--- src/rtl/add8_err_monitor_if.sv ---
// add8_err_monitor_if: sample stream from the operand generator and adder under test.
//   IN_VALID  sample valid (generator -> monitor)
//   IN_READY  monitor can accept a sample this cycle (monitor -> generator)
//   A, B      operands, W bits
//   O         adder-under-test result, W+1 bits
// Modports: master = generator side, slave = monitor side.
interface add8_err_monitor_if #(
    parameter int unsigned W = 8
) ();
    logic         IN_VALID;
    logic         IN_READY;
    logic [W-1:0] A;
    logic [W-1:0] B;
    logic [W:0]   O;

    modport master (output IN_VALID, A, B, O, input IN_READY);
    modport slave  (input IN_VALID, A, B, O, output IN_READY);
endinterface

--- src/rtl/add8_err_monitor.sv ---
// add8_err_monitor: streaming error characterisation for a W-bit adder under test.
// Recomputes the exact sum of every accepted sample and accumulates the error
// distance sum, the worst-case error and the count of erroneous samples over
// TARGET samples.
// Ports:
//   CLK, RST_N   clock, synchronous active-low reset
//   START        begin a run (honoured in IDLE/DONE only); latches TARGET
//   CLR          synchronous clear to IDLE from any state
//   TARGET       samples to accept in the run
//   bus          sample stream (slave side of add8_err_monitor_if)
//   SAMPLES, ED_SUM, WCE, ERR_CNT  accumulated metrics
//   MSE_SUM      sum of squared error distance (only with ADD8_ERR_MSE_EN defined)
//   BUSY, DONE   run in progress / run finished
// Optional feature macro: ADD8_ERR_MSE_EN.
module add8_err_monitor #(
    parameter int unsigned W     = 8,
    parameter int unsigned CNT_W = 17
) (
    input  logic                 CLK,
    input  logic                 RST_N,
    input  logic                 START,
    input  logic                 CLR,
    input  logic [CNT_W-1:0]     TARGET,
    add8_err_monitor_if.slave    bus,
    output logic [CNT_W-1:0]     SAMPLES,
    output logic [W+CNT_W:0]     ED_SUM,
    output logic [W:0]           WCE,
    output logic [CNT_W-1:0]     ERR_CNT,
`ifdef ADD8_ERR_MSE_EN
    output logic [2*W+1+CNT_W:0] MSE_SUM,
`endif
    output logic                 BUSY,
    output logic                 DONE
);

    typedef enum logic [1:0] {StIdle, StRun, StDrain, StDone} state_e;

    state_e             state_q, state_d;
    logic [CNT_W-1:0]   target_q, target_d;
    logic [CNT_W-1:0]   cnt_q, cnt_d;
    logic               s1_v_q, s1_v_d;
    logic [W-1:0]       s1_a_q, s1_a_d;
    logic [W-1:0]       s1_b_q, s1_b_d;
    logic [W:0]         s1_o_q, s1_o_d;
    logic               s2_v_q, s2_v_d;
    logic [W:0]         s2_ed_q, s2_ed_d;
    logic [CNT_W-1:0]   samples_q, samples_d;
    logic [W+CNT_W:0]   ed_sum_q, ed_sum_d;
    logic [W:0]         wce_q, wce_d;
    logic [CNT_W-1:0]   err_cnt_q, err_cnt_d;
`ifdef ADD8_ERR_MSE_EN
    logic [2*W+1+CNT_W:0] mse_sum_q, mse_sum_d;
    logic [2*W+1:0]       ed_sq;
`endif

    logic       in_ready;
    logic       accept;
    logic       start_run;
    logic [W:0] exact;
    logic [W:0] ed;

    always_comb begin
        state_d   = state_q;
        target_d  = target_q;
        s1_a_d    = s1_a_q;
        s1_b_d    = s1_b_q;
        s1_o_d    = s1_o_q;
        samples_d = samples_q;
        ed_sum_d  = ed_sum_q;
        wce_d     = wce_q;
        err_cnt_d = err_cnt_q;
`ifdef ADD8_ERR_MSE_EN
        mse_sum_d = mse_sum_q;
        ed_sq     = {{(W+1){1'b0}}, s2_ed_q} * {{(W+1){1'b0}}, s2_ed_q};
`endif
        start_run = 1'b0;

        // Ready depends only on state and count, never on IN_VALID.
        in_ready = (state_q == StRun) && (cnt_q < target_q);
        accept   = in_ready && bus.IN_VALID;
        cnt_d    = cnt_q + CNT_W'(accept);

        // Stage 1: capture the sample on accept.
        s1_v_d = accept;
        if (accept) begin
            s1_a_d = bus.A;
            s1_b_d = bus.B;
            s1_o_d = bus.O;
        end

        // Stage 2: error distance of the captured sample.
        exact   = {1'b0, s1_a_q} + {1'b0, s1_b_q};
        ed      = (s1_o_q >= exact) ? (s1_o_q - exact) : (exact - s1_o_q);
        s2_v_d  = s1_v_q;
        s2_ed_d = ed;

        // Accumulate.
        if (s2_v_q) begin
            samples_d = samples_q + CNT_W'(1);
            ed_sum_d  = ed_sum_q + {{CNT_W{1'b0}}, s2_ed_q};
            if (s2_ed_q > wce_q) begin
                wce_d = s2_ed_q;
            end
            err_cnt_d = err_cnt_q + CNT_W'(s2_ed_q != '0);
`ifdef ADD8_ERR_MSE_EN
            mse_sum_d = mse_sum_q + {{CNT_W{1'b0}}, ed_sq};
`endif
        end

        unique case (state_q)
            StIdle, StDone: begin
                if (START) begin
                    state_d   = StRun;
                    start_run = 1'b1;
                end
            end
            StRun: begin
                // Uses the post-accept count so the last accept moves straight to DRAIN.
                if (cnt_d == target_q) begin
                    state_d = StDrain;
                end
            end
            StDrain: begin
                // Stage 2 drains on this same edge, so DONE lines up with the last update.
                if (!s1_v_q) begin
                    state_d = StDone;
                end
            end
            default: state_d = StIdle;
        endcase

        if (start_run) begin
            target_d  = TARGET;
            cnt_d     = '0;
            s1_v_d    = 1'b0;
            s2_v_d    = 1'b0;
            samples_d = '0;
            ed_sum_d  = '0;
            wce_d     = '0;
            err_cnt_d = '0;
`ifdef ADD8_ERR_MSE_EN
            mse_sum_d = '0;
`endif
        end

        // CLR wins over START and accepts; in-flight samples are dropped.
        if (CLR) begin
            state_d   = StIdle;
            target_d  = '0;
            cnt_d     = '0;
            s1_v_d    = 1'b0;
            s2_v_d    = 1'b0;
            samples_d = '0;
            ed_sum_d  = '0;
            wce_d     = '0;
            err_cnt_d = '0;
`ifdef ADD8_ERR_MSE_EN
            mse_sum_d = '0;
`endif
        end
    end

    always_ff @(posedge CLK) begin
        if (!RST_N) begin
            state_q   <= StIdle;
            target_q  <= '0;
            cnt_q     <= '0;
            s1_v_q    <= 1'b0;
            s1_a_q    <= '0;
            s1_b_q    <= '0;
            s1_o_q    <= '0;
            s2_v_q    <= 1'b0;
            s2_ed_q   <= '0;
            samples_q <= '0;
            ed_sum_q  <= '0;
            wce_q     <= '0;
            err_cnt_q <= '0;
`ifdef ADD8_ERR_MSE_EN
            mse_sum_q <= '0;
`endif
        end else begin
            state_q   <= state_d;
            target_q  <= target_d;
            cnt_q     <= cnt_d;
            s1_v_q    <= s1_v_d;
            s1_a_q    <= s1_a_d;
            s1_b_q    <= s1_b_d;
            s1_o_q    <= s1_o_d;
            s2_v_q    <= s2_v_d;
            s2_ed_q   <= s2_ed_d;
            samples_q <= samples_d;
            ed_sum_q  <= ed_sum_d;
            wce_q     <= wce_d;
            err_cnt_q <= err_cnt_d;
`ifdef ADD8_ERR_MSE_EN
            mse_sum_q <= mse_sum_d;
`endif
        end
    end

    assign bus.IN_READY = in_ready;
    assign SAMPLES      = samples_q;
    assign ED_SUM       = ed_sum_q;
    assign WCE          = wce_q;
    assign ERR_CNT      = err_cnt_q;
`ifdef ADD8_ERR_MSE_EN
    assign MSE_SUM      = mse_sum_q;
`endif
    assign BUSY         = (state_q == StRun) || (state_q == StDrain);
    assign DONE         = (state_q == StDone);

endmodule
--- src/flat_wrapper.sv ---
// flat-port wrapper written by rule: the top's interface ports become plain ports
module add8_err_monitor_flat 
#(
    parameter int unsigned W     = 8,
    parameter int unsigned CNT_W = 17
)
  (CLK, RST_N, START, CLR, TARGET, SAMPLES, ED_SUM, WCE, ERR_CNT, BUSY, DONE, bus_IN_VALID, bus_A, bus_B, bus_O, bus_IN_READY);
  add8_err_monitor_if #(.W(W)) bus_i ();
  input  logic CLK;
  input  logic RST_N;
  input  logic START;
  input  logic CLR;
  input  logic [CNT_W-1:0] TARGET;
  output logic [CNT_W-1:0] SAMPLES;
  output logic [W+CNT_W:0] ED_SUM;
  output logic [W:0] WCE;
  output logic [CNT_W-1:0] ERR_CNT;
  output logic BUSY;
  output logic DONE;
  input wire logic [$bits(bus_i.IN_VALID)-1:0] bus_IN_VALID;
  input wire logic [$bits(bus_i.A)-1:0] bus_A;
  input wire logic [$bits(bus_i.B)-1:0] bus_B;
  input wire logic [$bits(bus_i.O)-1:0] bus_O;
  output wire logic [$bits(bus_i.IN_READY)-1:0] bus_IN_READY;
  assign bus_i.IN_VALID = bus_IN_VALID;
  assign bus_i.A = bus_A;
  assign bus_i.B = bus_B;
  assign bus_i.O = bus_O;
  assign bus_IN_READY = bus_i.IN_READY;
  add8_err_monitor #(.W(W), .CNT_W(CNT_W)) u_core (.CLK(CLK), .RST_N(RST_N), .START(START), .CLR(CLR), .TARGET(TARGET), .bus(bus_i), .SAMPLES(SAMPLES), .ED_SUM(ED_SUM), .WCE(WCE), .ERR_CNT(ERR_CNT), .BUSY(BUSY), .DONE(DONE));
endmodule
--- config.mk ---
export PLATFORM = sky130hd
export DESIGN_NAME = add8_err_monitor_flat
export DESIGN_NICKNAME = d
export VERILOG_FILES = /design/src/rtl/add8_err_monitor_if.sv /design/src/rtl/add8_err_monitor.sv /design/src/flat_wrapper.sv
export SDC_FILE = /design/constraint.sdc
export NUM_CORES = 1
export LEC_CHECK = 0
export CAP_MARGIN = 10
export CORE_MARGIN = 5
export CORE_UTILIZATION = 25
export DETAILED_ROUTE_END_ITERATION = 6
export HOLD_SLACK_MARGIN = 0.03
export SYNTH_ARGS = -nofsm -noshare
export SYNTH_HDL_FRONTEND = slang
export SYNTH_SLANG_ARGS = --single-unit
--- constraint.sdc ---
create_clock -name CLK -period 6.2 [get_ports CLK]
set_input_delay 0.93 -clock CLK [delete_from_list [all_inputs] [get_ports CLK]]
set_output_delay 0.93 -clock CLK [all_outputs]
set_load 0.05 [all_outputs]
* Word-level counts from Yosys, hierarchy flattened
Cells that the tools add are included.
** Storage, ports and cells
- Register bits :: 141
- Bits of input ports :: 47
- Word-level logic and storage cells :: 48
** Operators by class
- $add $sub $neg :: 7
- Order comparisons :: 3
- Equal/unequal tests :: 7
- Muxes and demuxes :: 7
- Bitwise logic cells :: 1
- Reduce and logical (&&, ||, !) cells :: 10
** Operators with widths (number)
- 17-bit by 1-bit adder with 17-bit output :: 2
- 26-bit by 9-bit adder with 26-bit output :: 1
- 9-bit subtractor :: 2
- 17-bit by 1-bit adder with 17-bit output, second input constant :: 1
- 17-bit equality test :: 1
- 17-bit < comparator :: 1
- 8-bit by 8-bit adder with 9-bit output :: 1
- 9-bit greater-or-equal comparator :: 1
- 9-bit greater-than comparator :: 1
- 9-bit 2-to-1 mux :: 1
- 9-bit nonzero test :: 1
- 2-bit 2-to-1 mux :: 3
- 2-bit != test, second input constant :: 3
- 2-bit case mux with 3 select lines :: 1
- 2-bit equality test, second input constant :: 2
- 2-bit OR reduction :: 2
- 3-bit AND reduction :: 1
- 3-bit OR reduction :: 1
- 2-bit by 1-bit equality test with 1-bit output, second input constant :: 1
- 1-bit logical AND :: 2
- 2-bit logical NOT :: 1
- 1-bit 2-to-1 mux :: 2
- 2-bit AND reduction :: 1
- 1-bit logical OR :: 1
- 1-bit NOT :: 1

* Longest topological paths before layout
- Depth after elaboration :: 7
- Depth in mapped cells :: 20

* Least setup slack after synthesis
No wires, ideal clock.
- Path type :: flip-flop to flip-flop
- From :: register u_core.target_q[15]
- To :: register u_core.state_q[0]
- Data arrival time :: 4351 ps
- Path slack :: 1726 ps
- Cell stages (with the launch flop) :: 21
- Path buffers :: 2
- Cell sequence :: dfxtp_1 -> inv_1 -> ha_1 -> a21oi_1 -> o21ai_0 -> nor3b_1 -> and3_1 -> o211ai_1 -> nand2_1 -> buf_2 -> ha_1 -> ha_1 -> clkbuf_1 -> nand4_1 -> nor4_1 -> xnor2_1 -> nor2_1 -> or3_1 -> a2111oi_2 -> a41oi_1 -> mux2_1
** Between the ends
- Longest elaborated chain between the ends :: 7
** RTL lines
- from (decl) :: line add8_err_monitor.sv:39 : logic [CNT_W-1:0] target_q, target_d;
- from (signal assigned) :: line add8_err_monitor.sv:183 : target_q <= target_d;
- 17-bit < comparator :: line add8_err_monitor.sv:79 : in_ready = (state_q == StRun) && (cnt_q < target_q);
- 1-bit logical AND :: line add8_err_monitor.sv:79
- 1-bit logical AND :: line add8_err_monitor.sv:80 : accept = in_ready && bus.IN_VALID;
- via u_core.accept :: line add8_err_monitor.sv:57 : logic accept;
- 17-bit by 1-bit adder with 17-bit output :: line add8_err_monitor.sv:81 : cnt_d = cnt_q + CNT_W'(accept);
- 17-bit equality test :: line add8_err_monitor.sv:119 : if (cnt_d == target_q) begin
- 2-bit != test (no source line)
- 3-bit AND reduction (no source line)
- to (signal assigned) :: line add8_err_monitor.sv:165 : state_q <= StIdle;
- to (signal assigned) :: line add8_err_monitor.sv:182 : state_q <= state_d;
- to (decl) :: line add8_err_monitor.sv:38 : state_e state_q, state_d;
The timed path passes the listed nets, and every way through them passes these cells.
A chain may end at the register's enable or synchronous reset.

* Worst setup path after layout
- From :: register u_core.target_q[16]
- To :: register u_core.state_q[0]
** Between the ends
- Longest elaborated chain between the ends :: 7
** RTL lines (line)
- 17-bit < comparator :: add8_err_monitor.sv:79
- 1-bit logical AND :: add8_err_monitor.sv:79
- 1-bit logical AND :: add8_err_monitor.sv:80
- 17-bit by 1-bit adder with 17-bit output :: add8_err_monitor.sv:81
- 17-bit equality test (*) :: add8_err_monitor.sv:119
- 2-bit != test (no source line) (*)
- 3-bit AND reduction (no source line) (*)
Every way passes the cells marked *; elsewhere a longest branch is shown, timed or not.

==> metrics.txt <==
status finished clean; Antenna Cells 0; Critical Path Fanout Max 7; post-synthesis xor/xnor area fraction 0.0930; Initial Utilization 0.252; number of global-route vias before repair approximately 6300; min Tclk post-route between 4 and 5 ns; fmax approximately 220 MHz; worst slew pin tran approximately 0.95 ns; Core Area between 30000 and 40000 µm²; DP HPWL 15400 µm; Most common cell on crit path ha_1; Die ar. 35300 µm²; setup TNS 0 ns; Nets ~1100; Post-CTS Setup Inserts 0; Final Max Tran Viols 0; IO Port Bufs approximately 120; placed insts 1398; Post-Synth Adder-Cell Area 0.118; Final Setup Violations 0; most common cell after layout, fill and taps aside dfxtp_1; post-synthesis sequential area ratio 0.357; async set or reset register ratio after synthesis 0; Worst Setup Start Kind register; # rows 65; Tcrit/Tclk final 0.731; Compound-Gate Fraction of Synth Area 0.107; Cell Pwr Density about 250 nW/µm²; Fin Clk Skew 0.0103 ns; leak pwr ~3.8 nW; layout cell share with drive strength beyond 1 0.0486; clk_lat worst skew roughly 0.42 ns; Die W between 150 and 200 µm; mux share of post-synthesis cell area 0.0729; kind of cell adding the most delay to the critical path simple AND/OR/NAND/NOR gates; CTS H-Tree Depth 4; WP data required between 6 and 7 ns; GRT Util Overall 0.116; largest family of logic cells by synthesized area simple AND/OR/NAND/NOR gates; maximum clock insertion buffer count 2; Final GP Congestion 0.907; global-route wire length before repair roughly 33000 µm; Ys Warns 0; Post-synth EDFFs 0; worst path arrival time ~4.8 ns; WL final between 20000 and 25000 µm; Max Cap Violations 0; IO Count approximately 120; Num CTS Buffers 17; Hold Crit Class reg -> reg; Avg Vias per Cell 4.55; TritonRoute pass-1 iters 5; Die H about 190 µm; Post-Synth Simple-Gate Area 0.206; mapped cell area between 7000 and 8000 µm²; Mapped Cells a little over 900; clock sinks roughly 140; most frequent cells in the layout 141 x dfxtp_1, 118 x clkdlybuf4s50_1, 103 x nor2_1, 69 x nand2_1, 68 x ha_1; worst-case vdd ir drop slightly below 200 µV; critical path, cell by cell inv_1 > ha_1 > nand4_1 > o21ai_0 > nor3b_1 > and4_1 > a31oi_1 > nand2_1 > ha_1 > ha_1 > nand4_1 > nor4_1 > xnor2_1 > nor2_1 > or3_1 > a2111oi_2 > a41oi_1 > mux2_1; Yosys reg bits roughly 140; 1st-iter DRT viols 323; root buf cell clkbuf_16; DRT antenna net count 0; Setup CP Type reg -> reg; mean post-synth cell area just under 9 µm²; largest net degree at the start of global routing 58; syn_nets around 1000; hold buffers post-CTS 0; RSZ-0062 raised after global routing false; Post-synth top flop dfxtp_1; Fin. Hold Viols 0; Final Util 0.323; crit path buf inv count 1; initial antenna violation count 0; Slowest-stage cell, CP nor4_1; TritonCTS clock tree yes; post-CTS resize count 0; CP endpoint kind register; area delta synth->final 28.0%; max incr delay on CP between 0.4 and 0.5 ns; Reg clk slew, reported paths approximately 0.07 ns; routed len/inst between 10 and 15 µm; via count about 6500; Cell Count, Final, Fillers Out ~1400; DR DRC count 0; Slew HR 0.357; total congestion overflow 0; Distinct cells, synth 55
[area by class of cell]
class | count | area (µm²)
Fill cell | 3269 | 21300
Tap cell | 402 | 503
Sequential cell | 141 | 2820
Multi-Input combinational cell | 667 | 4720
Inverter | 64 | 240
Timing Repair Buffer | 125 | 1230
Clock buffer | 18 | 439
Clock inverter | 14 | 168
[registers in the layout, indices dropped and copies added (netlist names), 2 cells and up]
register and flops:
u_core.ED_SUM 26, u_core.ERR_CNT 17, u_core.s1_a_q 8, u_core.s1_o_q 9, u_core.target_q 17, u_core.SAMPLES 17
u_core.cnt_q 17, u_core.s2_ed_q 9, u_core.s1_b_q 8, u_core.WCE 9, u_core.state_q 2
[metrics by stage]
step / total power [W] / instance area [µm²] / worst slack (ns) / hold WS (ns)
finish: 0.00254 / 10100 / 1.66 / 0.459
global route: 0.00269 / 10100 / 1.31 / 0.488
CTS: 0.00258 / 10100 / 1.65 / 0.465
detailed placement: 0.00151 / 9520 / 1.67 / 0.456
global placement: 0.00150 / 9520 / 1.77 / 0.448
floorplan: 0.00136 / 7910 / 1.73 / 0.436
[report_power, final]
part	internal (W)	switching, W	leakage, nW
combinational	0.000235	0.000267	2.37
sequential	0.000939	0.0000422	1.14
clock	0.000643	0.000411	0.281
total	0.00182	0.000720	3.79
[kinds of logic after synthesis]
logic type,count (synthesis)
multiplexers,57
AO/OA/AOI/OAI,129
buffers and inverters,97
flip-flops,141
adder cells (fa/ha/maj),72
XOR/XNOR,84
AND/OR/NAND/NOR,325
[synth_stat cells (all sizes together) (13+ instances only)]
cell type  count  area [µm²]
ha            68         851
o211ai        14         105
a21oi         46         230
nand2         70         265
xor2          38         333
and3          18         113
clkbuf        25        93.8
o21ai         16        80.1
xnor2         46         403
dfxtp        141        2820
nand3         27         135
nand4         13        93.8
mux2i         52         521
nor2         103         387
nor2b         32         200
inv           64         240
[tightest hold or removal path: cells and delay by family (launching register included)]
kind	cells	cell delay (ns)
flops	1	0.31
compound gates	1	0.05
simple gates	1	0.05
[layer usage]
layer | vias to the layer above | share of wire | global-route usage
li1 | 3330 | - | -
met1 | 3010 | 0.48 | 0.153
met3 | 18 | 0.061 | 0.0356
met5 | - | 0 | 0
met4 | 0 | 0.019 | 0.0409
met2 | 151 | 0.44 | 0.180
[path summary, 6_finish.rpt]
kind	startpoint	to	slack, ns	cells past startpoint
max	u_core.target_q[16]	u_core.state_q[0]	1.66	18
min	u_core.target_q[11]	u_core.target_q[11]	0.46	2
max reg2reg	u_core.target_q[16]	u_core.state_q[0]	1.66	18
min reg2reg	u_core.target_q[11]	u_core.target_q[11]	0.46	2
No activity file was read; power rests on OpenSTA's default activity.
